## src/rtl/multicycle_sequencer.sv

```systemverilog
// rtl/multicycle_sequencer.sv - multi-cycle RISC-V control FSM with PC/IR ownership and retire counter
// Optional feature: MULTICYCLE_STEP_EN adds a step input and a STEP_WAIT state after each retire.
module multicycle_sequencer #(
  parameter logic [63:0] RESET_PC    = 64'h0,
  parameter int          MEM_TIMEOUT = 15
) (
  input  logic        clk,
  input  logic        reset,
  input  logic [31:0] instruction,
  input  logic        zero,
  input  logic [63:0] branch_target,
  input  logic        mem_ready,
`ifdef MULTICYCLE_STEP_EN
  input  logic        step,
`endif
  output logic [63:0] pc,
  output logic [31:0] ir,
  output logic        reg_write,
  output logic        mem_read,
  output logic        mem_write,
  output logic        alu_src,
  output logic        mem_to_reg,
  output logic [1:0]  alu_op,
  output logic [2:0]  state,
  output logic        halted,
  output logic        illegal,
  output logic        mem_error,
  output logic [31:0] instret
);

  localparam logic [2:0] S_FETCH     = 3'd0;
  localparam logic [2:0] S_DECODE    = 3'd1;
  localparam logic [2:0] S_EXECUTE   = 3'd2;
  localparam logic [2:0] S_MEMORY    = 3'd3;
  localparam logic [2:0] S_WRITEBACK = 3'd4;
  localparam logic [2:0] S_HALT      = 3'd5;
  localparam logic [2:0] S_STEP_WAIT = 3'd6;

  localparam logic [6:0] OP_R      = 7'b0110011;
  localparam logic [6:0] OP_I      = 7'b0010011;
  localparam logic [6:0] OP_LOAD   = 7'b0000011;
  localparam logic [6:0] OP_STORE  = 7'b0100011;
  localparam logic [6:0] OP_BRANCH = 7'b1100011;
  localparam logic [6:0] OP_SYSTEM = 7'b1110011;

  localparam logic [7:0] TIMEOUT = 8'(MEM_TIMEOUT);

  // Where a retiring instruction goes next: single-step mode parks in STEP_WAIT.
`ifdef MULTICYCLE_STEP_EN
  localparam logic [2:0] S_RETIRE = S_STEP_WAIT;
`else
  localparam logic [2:0] S_RETIRE = S_FETCH;
`endif

  logic [2:0]  state_q, state_d;
  logic [63:0] pc_q, pc_d;
  logic [31:0] ir_q, ir_d;
  logic [31:0] instret_q, instret_d;
  logic [7:0]  cnt_q, cnt_d;
  logic        illegal_q, illegal_d;
  logic        mem_error_q, mem_error_d;

  logic [6:0]  opcode;
  logic        is_r, is_i, is_ld, is_st, is_br;
  logic [63:0] pc_plus4;

  assign opcode   = ir_q[6:0];
  assign is_r     = (opcode == OP_R);
  assign is_i     = (opcode == OP_I);
  assign is_ld    = (opcode == OP_LOAD);
  assign is_st    = (opcode == OP_STORE);
  assign is_br    = (opcode == OP_BRANCH);
  assign pc_plus4 = pc_q + 64'd4;

  // State register and architectural state, cleared asynchronously by reset.
  always_ff @(posedge clk or posedge reset) begin
    if (reset) begin
      state_q     <= S_FETCH;
      pc_q        <= RESET_PC;
      ir_q        <= 32'h0;
      instret_q   <= 32'h0;
      cnt_q       <= 8'h0;
      illegal_q   <= 1'b0;
      mem_error_q <= 1'b0;
    end else begin
      state_q     <= state_d;
      pc_q        <= pc_d;
      ir_q        <= ir_d;
      instret_q   <= instret_d;
      cnt_q       <= cnt_d;
      illegal_q   <= illegal_d;
      mem_error_q <= mem_error_d;
    end
  end

  // Next-state logic: sequencing, PC update, retire counting and memory timeout.
  always_comb begin
    state_d     = state_q;
    pc_d        = pc_q;
    ir_d        = ir_q;
    instret_d   = instret_q;
    cnt_d       = cnt_q;
    illegal_d   = illegal_q;
    mem_error_d = mem_error_q;
    case (state_q)
      S_FETCH: begin
        ir_d    = instruction;
        state_d = S_DECODE;
      end
      S_DECODE: begin
        if (is_r || is_i || is_ld || is_st || is_br) begin
          state_d = S_EXECUTE;
        end else begin
          state_d = S_HALT;
          // ECALL/EBREAK halt cleanly; any other opcode is flagged.
          if (opcode != OP_SYSTEM) illegal_d = 1'b1;
        end
      end
      S_EXECUTE: begin
        if (is_br) begin
          pc_d      = zero ? branch_target : pc_plus4;
          instret_d = instret_q + 32'd1;
          state_d   = S_RETIRE;
        end else if (is_ld || is_st) begin
          cnt_d   = 8'h0;
          state_d = S_MEMORY;
        end else begin
          state_d = S_WRITEBACK;
        end
      end
      S_MEMORY: begin
        // A ready on the timeout cycle still completes the access.
        if (mem_ready) begin
          if (is_st) begin
            pc_d      = pc_plus4;
            instret_d = instret_q + 32'd1;
            state_d   = S_RETIRE;
          end else begin
            state_d = S_WRITEBACK;
          end
        end else if (cnt_q == TIMEOUT) begin
          mem_error_d = 1'b1;
          state_d     = S_HALT;
        end else begin
          cnt_d = cnt_q + 8'd1;
        end
      end
      S_WRITEBACK: begin
        pc_d      = pc_plus4;
        instret_d = instret_q + 32'd1;
        state_d   = S_RETIRE;
      end
      S_HALT: begin
        state_d = S_HALT;
      end
      S_STEP_WAIT: begin
`ifdef MULTICYCLE_STEP_EN
        if (step) state_d = S_FETCH;
`else
        state_d = S_FETCH;
`endif
      end
      default: begin
        state_d = S_HALT;
      end
    endcase
  end

  // Output decode: datapath controls asserted only in their owning state.
  always_comb begin
    reg_write  = 1'b0;
    mem_read   = 1'b0;
    mem_write  = 1'b0;
    alu_src    = 1'b0;
    mem_to_reg = 1'b0;
    alu_op     = 2'b00;
    case (state_q)
      S_EXECUTE: begin
        if (is_r) begin
          alu_op  = 2'b10;
          alu_src = 1'b0;
        end else if (is_i) begin
          alu_op  = 2'b10;
          alu_src = 1'b1;
        end else if (is_ld || is_st) begin
          alu_op  = 2'b00;
          alu_src = 1'b1;
        end else if (is_br) begin
          alu_op  = 2'b01;
          alu_src = 1'b0;
        end
      end
      S_MEMORY: begin
        mem_read  = is_ld;
        mem_write = is_st;
      end
      S_WRITEBACK: begin
        reg_write  = 1'b1;
        mem_to_reg = is_ld;
      end
      default: begin
        reg_write = 1'b0;
      end
    endcase
  end

  assign pc        = pc_q;
  assign ir        = ir_q;
  assign state     = state_q;
  assign halted    = (state_q == S_HALT);
  assign illegal   = illegal_q;
  assign mem_error = mem_error_q;
  assign instret   = instret_q;

endmodule

```

## config.mk

```make
export PLATFORM = sky130hd
export DESIGN_NAME = multicycle_sequencer
export DESIGN_NICKNAME = d
export VERILOG_FILES = /design/src/rtl/multicycle_sequencer.sv
export SDC_FILE = /design/constraint.sdc
export NUM_CORES = 1
export LEC_CHECK = 0
export CORE_MARGIN = 4
export CORE_UTILIZATION = 30
export CTS_BUF_LIST = sky130_fd_sc_hd__clkbuf_8
export DETAILED_ROUTE_END_ITERATION = 7
export HOLD_SLACK_MARGIN = 0.05
export SETUP_SLACK_MARGIN = 0.05
export SKIP_CTS_REPAIR_TIMING = 1
export SYNTH_ARGS = -nofsm -noshare
export SYNTH_HDL_FRONTEND = slang
export SYNTH_SLANG_ARGS = --single-unit
```

## constraint.sdc

```tcl
create_clock -name clk -period 9.2 [get_ports clk]
set_input_delay 2.3 -clock clk [delete_from_list [all_inputs] [get_ports clk]]
set_output_delay 2.3 -clock clk [all_outputs]
set_load 0.05 [all_outputs]
```

==> metrics.md <==
| Metric | Value |
|---|---|
| Outcome | `finished clean` |
| DRC violation count after routing | `0` |
| Most common cell after layout, fill and taps aside | `clkdlybuf4s50_1` |
| Grt ovf | `0` |
| CP max-delay cell | `clkdlybuf4s50_1` |
| Num CTS Buffers | `17` |
| Avg Cell Area, Syn | `9.16 um2` |
| Max Cap Viol | `0` |
| Root Driver | `clkbuf_8` |
| Final Hold Viols | `0` |
| Crit-path cells | `nor2b_1 -> nand2_1 -> nor4_1 -> clkdlybuf4s50_1` |
| Tightest Hold Check Type | `flop to flop` |
| Most frequent cells in the layout | `clkdlybuf4s50_1 (240), dfrtp_1 (141), a21oi_1 (89)` |
| Multi-input gate area | `3800 um2` |
| CTS tree | `yes` |
| Leakage | `4.22 nW` |
| Main area contributors after synthesis | `dfrtp_1 (46%), a21oi_1 (5.9%), mux2_2 (4.9%)` |
| Die Y-Extent | `167 um` |
| Core Region | `25000 um2` |
| Critical path's largest stage delay | `0.86 ns` |
| Async set-reset flop share out of synthesis | `1.00` |
| Placed cell count | `1355` |
| Die Area | `28000 um2` |
| Port bufs | `240` |
| Ys Warns | `0` |
| Layout Area Growth over Synthesis | `40.2%` |
| Detail Route Antenna Nets | `0` |
| Inserted Diodes | `0` |
| Post-synthesis sequential area ratio | `0.464` |
| Core Rows | `58` |
| WP data required | `6.90 ns` |
| CTS Buffer Depth | `2` |
| Setup violations, final | `0` |
| Tmin final | `5.07 ns` |
| GPL Wtd Cong | `0.858` |
| Final setup TNS | `0 ns` |
| Worst skew pair latency | `0.46 ns` |
| Drt pass-1 iters | `6` |
| Synth top area share | `0.464` |
| Critical path class | `flop to primary output` |
| First-pass GRT wire length | `39600 um` |
| Vias in the first global route | `7021` |
| Startpoint types | `flop` |
| Cell Pwr Density | `291 nW/um2` |
| VDD IR max | `0.158 mV` |
| Tot GR Track Use | `0.177` |
| Leading area contributor after synthesis | `dfrtp_1` |
| H-tree level count | `4` |
| Antenna violations before repair | `0` |
| FMAX | `197 MHz` |
| Clock slew seen by the registers of the worst setup and hold paths | `0.10 ns` |
| Routed vias | `7366` |
| CP arrival | `2.77 ns` |
| Fill cells | `2451` |
| Die width | `167 um` |
| RSZ-0062 raised after global routing | `no` |
| CP Max Fanout | `11` |
| Routed len/inst | `18.2 um` |
| Final Skew | `0.0199 ns` |
| Post-synth EDFFs | `0` |
| Clk sinks | `141` |
| Worst Setup End Kind | `primary output` |
| Synthesized flop and latch total | `141` |
| Starting Density | `0.304` |
| Ys flop type | `dfrtp_1` |
| Drt initial violations | `695` |
| Dpl hpwl | `18000 um` |
| Share of post-route cells with drive strength above 1 | `0.0833` |
| I/O pin cnt | `241` |
| Slew headroom | `0.281` |
| Post-Route WL | `25200 um` |
| Final nets | `1147` |
| Hold_ws | `0.472 ns` |
| Post-synthesis cell count | `830` |
| Mapped Nets | `933` |
| Mapped Area | `7610 um2` |
| Non-Filler Instances | `1387` |
| Slew Viols, Final | `0` |
| Largest net degree at the start of global routing | `81` |
| Least-Margin Pin Slew | `1.07 ns` |
| Fraction of the cycle the final worst path needs | `0.551` |
| Vias per cell | `5.31` |
| Synth cell types | `61` |
| Sequential cell area | `3530 um2` |
-- cell type report --
class | instances | share of cell area
Timing Repair Buffer | 247 | 0.230
Inverter | 21 | 0.00786
Clock inverter | 15 | 0.0136
Multi-Input combinational cell | 616 | 0.357
Clock buffer | 17 | 0.0219
Tap cell | 330 | 0.0387
Sequential cell | 141 | 0.331
-- where the power goes --
part           internal, mW  switching [mW]
logic                 0.525            1.01
clock network         0.202           0.298
registers             0.800           0.265
-- through the flow --
stage                     setup WS (ns)  power (mW)  cell area (um2)  utilization
after floorplan                    3.12        2.02             7610            -
after global placement             4.44        2.60            10300        0.411
after detailed placement           4.43        2.61            10300        0.411
after CTS                          4.08        3.13            10700        0.426
after global routing               3.87        3.28            10700        0.426
final                              4.13        3.10            10700        0.426
-- worst paths after layout --
kind	startpoint	endpoint	slack, ns	depth (start not counted)
min in group asynchronous	reset	ir[31]	2.29	2
worst min register to register	mem_error	mem_error	0.47	1
max in group asynchronous	reset	pc[57]	5.38	3
worst max-delay path	state[1]	mem_write	4.13	4
worst max register to register	state[1]	pc[41]	5.95	7
worst min-delay path	mem_error	mem_error	0.47	1
-- registers in the layout, indices dropped and copies added (netlist names) --
name       cells
instret       32
illegal        1
mem_error      1
cnt_q          8
state          3
ir            32
pc            64
-- critical path: cells and delay by family, from the launching register on --
kind                   cells  cell delay, ns
and+or+nand+nor            3            0.91
buffers and inverters      1            0.86
DFF                        1            0.54
-- Yosys cell counts (all sizes together), types with 4 or more instances --
master / count
inv: 21
nand4: 44
a2bb2oi: 13
buf: 21
and4: 9
xor2: 13
a21oi: 89
and3: 17
o31ai: 4
dfrtp: 141
a31oi: 9
nor4: 12
or3: 6
o22ai: 25
nor2: 64
clkbuf: 31
mux2: 33
and2: 6
nor3b: 4
o22a: 10
xnor2: 24
nand2: 68
nor2b: 4
o21ai: 42
a21o: 7
nor3: 16
or2: 4
nand3: 52
a22oi: 5
-- layer usage --
| metal | share of wire | GRT usage | wire, um | vias to the layer above |
|---|---|---|---|---|
| li1 | - | - | - | 3492 |
| met2 | 0.46 | 0.275 | 11700 | 256 |
| met5 | 0 | 0 | 0 | - |
| met3 | 0.063 | 0.0418 | 1580 | 34 |
| met4 | 0.028 | 0.0646 | 694 | 0 |
| met1 | 0.45 | 0.241 | 11200 | 3584 |
-- kinds of logic (layout without fill, tap and decap cells) --
logic type | after synthesis | after routing | synth area share
AO/OA/AOI/OAI | 222 | 222 | 0.178
XOR/XNOR | 37 | 37 | 0.0426
adder cells (fa/ha/maj) | 3 | 3 | 0.00494
buffers and inverters | 73 | 300 | 0.0398
AND/OR/NAND/NOR | 320 | 320 | 0.221
flip-flops | 141 | 141 | 0.464
multiplexers | 34 | 34 | 0.0502
Power figures use the tool's default switching activity.
